[src/rtl/uart_alu_pkg.sv]
// Shared definitions for the UART/ALU sequencer.
// Holds the opcode map, the state encoding and the opcode validity check.
package uart_alu_pkg;

    localparam int OP_W = 6;

    localparam logic [OP_W-1:0] OP_ADD = 6'h20;
    localparam logic [OP_W-1:0] OP_SUB = 6'h22;
    localparam logic [OP_W-1:0] OP_AND = 6'h24;
    localparam logic [OP_W-1:0] OP_OR  = 6'h25;
    localparam logic [OP_W-1:0] OP_XOR = 6'h26;
    localparam logic [OP_W-1:0] OP_NOR = 6'h27;
    localparam logic [OP_W-1:0] OP_SRA = 6'h03;
    localparam logic [OP_W-1:0] OP_SRL = 6'h02;

    typedef enum logic [2:0] {
        WAIT_A  = 3'd0,
        WAIT_B  = 3'd1,
        WAIT_OP = 3'd2,
        COMPUTE = 3'd3,
        SEND    = 3'd4,
        WAIT_TX = 3'd5
    } state_t;

    function automatic logic is_valid_op(input logic [OP_W-1:0] op);
        logic valid;
        case (op)
            OP_ADD, OP_SUB, OP_AND, OP_OR,
            OP_XOR, OP_NOR, OP_SRA, OP_SRL: valid = 1'b1;
            default:                        valid = 1'b0;
        endcase
        return valid;
    endfunction

endpackage

[src/rtl/uart_alu_sequencer_frame_timer.sv]
// Inter-byte timeout counter: clear has priority, counts while enabled,
// flags expiry on its last allowed cycle and saturates instead of wrapping.
module frame_timer #(
    parameter int TIMEOUT_CYCLES = 1000000
) (
    input  logic clk,
    input  logic rst,
    input  logic clear,
    input  logic enable,
    output logic expired
);

    localparam int CW = $clog2(TIMEOUT_CYCLES + 1);
    localparam logic [CW-1:0] COUNT_MAX  = CW'(TIMEOUT_CYCLES);
    localparam logic [CW-1:0] COUNT_LAST = CW'(TIMEOUT_CYCLES - 1);

    logic [CW-1:0] count_reg;

    always_ff @(posedge clk or posedge rst) begin
        if (rst) begin
            count_reg <= '0;
        end else if (clear) begin
            count_reg <= '0;
        end else if (enable && (count_reg != COUNT_MAX)) begin
            count_reg <= count_reg + 1'b1;
        end
    end

    assign expired = enable && (count_reg == COUNT_LAST);

endmodule

[src/rtl/uart_alu_sequencer.sv]
// Frame sequencer: collects A, B, opcode from UART RX, drives the ALU,
// latches the result and launches a single UART TX of it.
module uart_alu_sequencer
    import uart_alu_pkg::*;
#(
    parameter int NB_DATA        = 8,
    parameter int NB_OP          = 6,
    parameter int TIMEOUT_CYCLES = 1000000
) (
    input  logic               clk,
    input  logic               i_rst,
    input  logic [NB_DATA-1:0] i_rx_data,
    input  logic               i_rx_done,
    input  logic [NB_DATA-1:0] i_alu_result,
    input  logic               i_tx_done,
    output logic [NB_DATA-1:0] o_alu_a,
    output logic [NB_DATA-1:0] o_alu_b,
    output logic [NB_OP-1:0]   o_alu_op,
    output logic [NB_DATA-1:0] o_tx_data,
    output logic               o_tx_start,
    output logic               o_busy,
    output logic               o_err
);

    state_t             state_reg, state_next;
    logic [NB_DATA-1:0] alu_a_reg, alu_a_next;
    logic [NB_DATA-1:0] alu_b_reg, alu_b_next;
    logic [NB_OP-1:0]   alu_op_reg, alu_op_next;
    logic [NB_DATA-1:0] tx_data_reg, tx_data_next;
    logic               tx_start_reg, tx_start_next;
    logic               busy_reg, busy_next;
    logic               err_reg, err_next;

    logic byte_accept;
    logic timer_clear;
    logic timer_enable;
    logic timer_expired;
    logic op_valid;

    // Upper opcode-byte bits must be zero on top of a known opcode.
    assign op_valid = (i_rx_data[NB_DATA-1:NB_OP] == '0) &&
                      is_valid_op(i_rx_data[NB_OP-1:0]);

    assign timer_enable = (state_reg == WAIT_B) || (state_reg == WAIT_OP);
    assign timer_clear  = byte_accept || (state_next != state_reg);

    frame_timer #(
        .TIMEOUT_CYCLES(TIMEOUT_CYCLES)
    ) u_frame_timer (
        .clk    (clk),
        .rst    (i_rst),
        .clear  (timer_clear),
        .enable (timer_enable),
        .expired(timer_expired)
    );

    always_ff @(posedge clk or posedge i_rst) begin
        if (i_rst) begin
            state_reg    <= WAIT_A;
            alu_a_reg    <= '0;
            alu_b_reg    <= '0;
            alu_op_reg   <= '0;
            tx_data_reg  <= '0;
            tx_start_reg <= 1'b0;
            busy_reg     <= 1'b0;
            err_reg      <= 1'b0;
        end else begin
            state_reg    <= state_next;
            alu_a_reg    <= alu_a_next;
            alu_b_reg    <= alu_b_next;
            alu_op_reg   <= alu_op_next;
            tx_data_reg  <= tx_data_next;
            tx_start_reg <= tx_start_next;
            busy_reg     <= busy_next;
            err_reg      <= err_next;
        end
    end

    always_comb begin
        state_next   = state_reg;
        alu_a_next   = alu_a_reg;
        alu_b_next   = alu_b_reg;
        alu_op_next  = alu_op_reg;
        tx_data_next = tx_data_reg;
        byte_accept  = 1'b0;
        err_next     = 1'b0;

        case (state_reg)
            WAIT_A: begin
                if (i_rx_done) begin
                    alu_a_next  = i_rx_data;
                    byte_accept = 1'b1;
                    state_next  = WAIT_B;
                end
            end
            WAIT_B: begin
                // A byte arriving on the expiry cycle still wins.
                if (i_rx_done) begin
                    alu_b_next  = i_rx_data;
                    byte_accept = 1'b1;
                    state_next  = WAIT_OP;
                end else if (timer_expired) begin
                    err_next   = 1'b1;
                    state_next = WAIT_A;
                end
            end
            WAIT_OP: begin
                if (i_rx_done) begin
                    byte_accept = 1'b1;
                    if (op_valid) begin
                        alu_op_next = i_rx_data[NB_OP-1:0];
                        state_next  = COMPUTE;
                    end else begin
                        err_next   = 1'b1;
                        state_next = WAIT_A;
                    end
                end else if (timer_expired) begin
                    err_next   = 1'b1;
                    state_next = WAIT_A;
                end
            end
            COMPUTE: begin
                tx_data_next = i_alu_result;
                err_next     = i_rx_done;
                state_next   = SEND;
            end
            SEND: begin
                err_next   = i_rx_done;
                state_next = WAIT_TX;
            end
            WAIT_TX: begin
                err_next = i_rx_done;
                if (i_tx_done) begin
                    state_next = WAIT_A;
                end
            end
            default: begin
                state_next = WAIT_A;
            end
        endcase

        // Back-to-back error sources must not stretch the pulse.
        err_next = err_next && !err_reg;
    end

    // Pulse/level outputs are registered off the next state so they line up
    // with the state they describe.
    assign tx_start_next = (state_next == SEND);
    assign busy_next     = (state_next == COMPUTE) || (state_next == SEND) ||
                           (state_next == WAIT_TX);

    assign o_alu_a    = alu_a_reg;
    assign o_alu_b    = alu_b_reg;
    assign o_alu_op   = alu_op_reg;
    assign o_tx_data  = tx_data_reg;
    assign o_tx_start = tx_start_reg;
    assign o_busy     = busy_reg;
    assign o_err      = err_reg;

endmodule
[config.mk]
export PLATFORM = sky130hd
export DESIGN_NAME = uart_alu_sequencer
export DESIGN_NICKNAME = d
export VERILOG_FILES = /design/src/rtl/uart_alu_pkg.sv /design/src/rtl/uart_alu_sequencer_frame_timer.sv /design/src/rtl/uart_alu_sequencer.sv
export SDC_FILE = /design/constraint.sdc
export NUM_CORES = 1
export LEC_CHECK = 0
export CAP_MARGIN = 20
export CORE_MARGIN = 2
export CORE_UTILIZATION = 65
export CTS_CLUSTER_SIZE = 10
export DETAILED_ROUTE_END_ITERATION = 8
export DONT_BUFFER_PORTS = 1
export GPL_TIMING_DRIVEN = 0
export PLACE_DENSITY = 0.81
export SETUP_SLACK_MARGIN = 0.1
export SKIP_LAST_GASP = 1
export SYNTH_ARGS = -nofsm -noshare
export SYNTH_HDL_FRONTEND = slang
export SYNTH_HIERARCHICAL = 1
export SYNTH_SLANG_ARGS = --single-unit
[constraint.sdc]
create_clock -name clk -period 4.09 [get_ports clk]
set_input_delay 0.6135 -clock clk [delete_from_list [all_inputs] [get_ports clk]]
set_output_delay 0.6135 -clock clk [all_outputs]
set_load 0.05 [all_outputs]
==> results.md <==
- Worst reg2reg path endpoint: u_frame_timer/count_reg[3]
- Post-synth cell types: 50
- Maximum VDD drop: 0.6164 mV
- Asr flop ratio synth: 1.000
- Clk_skew: 0.006993 ns
- Crit path from: state_reg[0]
- Sequential share of the synthesized area: 0.5301
- Vias post-DR: 1778
- CP required: 4.27 ns
- Die area: 4593 µm²
- Setup CP Type: flip-flop to flip-flop
- CTS clock-pin slew for the worst setup and hold paths: 0.10 ns
- Initial antenna violation count: 0
- RD Place Congestion: 0.8211
- Clock Tree Buf Depth: 2
- Synth top area share: 0.5301
- Die height: 67.78 µm
- Critical path, cell by cell: buf_2 > nand2b_1 > a21oi_1 > nand3_1 > nor4_1 > maj3_1 > o32a_1 > clkbuf_1 > buf_1 > nor2_1
- Crit-path max cell delay: 0.52 ns
- Post-synthesis cell area: 2644 µm²
- Most common cell after layout, fill and taps aside: dfrtp_1
- GRT Residual Overflow: 0
- Post-Syn Area per Cell: 10.97 µm²
- TritonCTS Buffers: 5
- Crit path max fanout: 10
- Actual slew at the worst max-slew pin: 0.7560 ns
- Routed WL: 4923 µm
- Status: complete, no violations
- Std cell rows: 23
- Synthesized flop and latch total: 56
- RR Startpoint: state_reg[0]
- Initial cell density of the core: 0.6706
- Most frequent cells in the layout: dfrtp_1 (56), nand2_1 (38), nor2_1 (21), mux2_2 (16), xor2_1 (9)
- Die X: 67.78 µm
- Final-report hold violation count: 0
- TritonCTS clock tree: yes
- Fmax achieved: 0.2847 GHz
- Diodes inserted: 0
- Synth top area cells: dfrtp_1 (53%), mux2_2 (6.8%), nand2_1 (5.4%)
- Static Leak: 1.288 nW
- WL per Instance: 16.41 µm
- Hold Path Class: input port to async pin
- Post-Route Setup TNS: 0 ns
- Clk sinks: 56
- Number of global-route vias before repair: 1720
- Largest register FFs: 20
- R2r setup slk: 0.58 ns
- H-tree levels: 2
- Post-route DRC violation count: 0
- First-pass GRT wire length: 8045 µm
- Detail Placement HPWL: 3600 µm
- Post-DRT Antenna Nets: 0
- Final core occ: 0.7166
- IO Count: 53
- Slew headroom: 0.4955
- CP startpoint kind: flip-flop
- Clk Latency, worst-skew pair: 0.31 ns
- Filler Cells Inserted: 278
- Syn Nets: 263
- Buffers on Ports: 0
- Top FF cell, synth: dfrtp_1
- Worst Path Arrival: 3.69 ns
- Total GRT Usage: 0.2395
- Ys Warns: 6
- Post-CTS setup buffers: 0
- Setup crit end kind: flip-flop
- # setup viols final: 0
- Layout cells sized above 1: 0.1800
- Drt first pass iters: 4
- RSZ-0062 raised after global routing: false
- Core Area: 3943 µm²
- Worst path slowest cell: nor4_1
- Fin crit period: 3.512 ns
- Vias per cell: 5.927
- Yosys top cell by area: dfrtp_1
- Root buffer cell: clkbuf_8
- Path depth of the worst reg2reg path: 10
- Post-synth EDFFs: 0
- MaxCap Viol Count: 0
- Final net count: 271
- Cts repair resizes: 0
- Initial drt markers: 103
- Synthesized netlist cell count: 241
- Power Dens Cells: 729.7 nW/µm²
- Post-CTS Hold Buffers: 0
- Largest net degree at the start of global routing: 23
- P&R area growth vs syn: 6.862%
- Max Slew Vio Count: 0
- Final Cycle Share: 0.8587
final cells by class:
class	count	area, µm²	share of cell area
multi-input combinational	170	1164	0.4119
timing repair buffer	1	27.53	0.009743
buffer	8	52.55	0.01860
tap	50	62.56	0.02214
clock buffer	5	68.82	0.02436
sequential	56	1401	0.4960
inverter	7	26.28	0.009300
clock inverter	3	22.52	0.007972
synth_stat cells, types with 3 or more instances:
cell type  count
nand2_1       38
buf_2          3
a21oi_1        6
dfrtp_1       56
xor2_1         9
o31ai_1        3
o21ai_0        6
nand3_1        7
nand4_1        7
nand2b_1       6
mux2_4         4
nor2_1        21
nor4_1         3
nor2b_1        3
mux2_2        16
or4_1          5
inv_1          6
metrics by stage:
| stage | hold slack, ns | power, mW | setup slack [ns] | area [µm²] | cells |
|---|---|---|---|---|---|
| floorplan | 0.4971 | 1.656 | 1.307 | 2644 | 241 |
| global placement | 0.5222 | 1.748 | 0.6706 | 2706 | 291 |
| detailed placement | 0.5322 | 1.777 | 0.6285 | 2734 | 292 |
| CTS | 0.2607 | 2.074 | 0.6026 | 2825 | 300 |
| global route | 0.2679 | 2.157 | 0.3318 | 2825 | 300 |
| finish | 0.2460 | 2.062 | 0.5780 | 2825 | 300 |
power by group:
| group | internal (mW) | switching [mW] | leakage [nW] | total (mW) |
|---|---|---|---|---|
| Clock | 0.123 | 0.179 | 0.0485 | 0.302 |
| Sequential | 0.701 | 0.596 | 0.726 | 1.30 |
| Combinational | 0.210 | 0.252 | 0.513 | 0.462 |
| Total | 1.03 | 1.03 | 1.29 | 2.06 |
layer usage:
| layer | track usage | part of all wire | wire, µm | vias to the layer above |
|---|---|---|---|---|
| met5 | 0 | 0 | 0 | - |
| met1 | 0.3038 | 0.45 | 2219 | 865 |
| met3 | 0.06667 | 0.048 | 234 | 8 |
| met2 | 0.3909 | 0.49 | 2398 | 48 |
| met4 | 0.09250 | 0.015 | 72 | 0 |
| li1 | - | - | - | 857 |
logic make-up (layout without fill, tap and decap cells):
group,Yosys count,in the layout,synth area share
AND/OR/NAND/NOR,108,108,0.2257
flip-flops,56,56,0.5301
AO/OA/AOI/OAI,27,27,0.07004
multiplexers,21,21,0.09465
buffers and inverters,15,24,0.02981
XOR/XNOR,11,11,0.03644
adder cells (fa/ha/maj),3,3,0.01325
worst max path at each step:
stage | endpoint | slack (ns) | depth (start not counted)
6_report | u_frame_timer/count_reg[3] | 0.58 | 10
5_1_grt | u_frame_timer/count_reg[3] | 0.33 | 10
4_1_cts | u_frame_timer/count_reg[3] | 0.60 | 10
3_5_place_dp | u_frame_timer/count_reg[3] | 0.63 | 10
3_3_place_gp | u_frame_timer/count_reg[18] | 0.67 | 10
2_1_floorplan | u_frame_timer/count_reg[0] | 1.31 | 10
worst max-delay path: cells and delay by family (launching register included):
family / cells / cell delay, ns
flip-flops: 1 / 0.38
adder cells (fa/ha/maj): 1 / 0.30
AO/OA/AOI/OAI: 2 / 0.69
AND/OR/NAND/NOR: 4 / 1.04
buffers and inverters: 3 / 0.98
No activity file was read; power rests on OpenSTA's default activity.
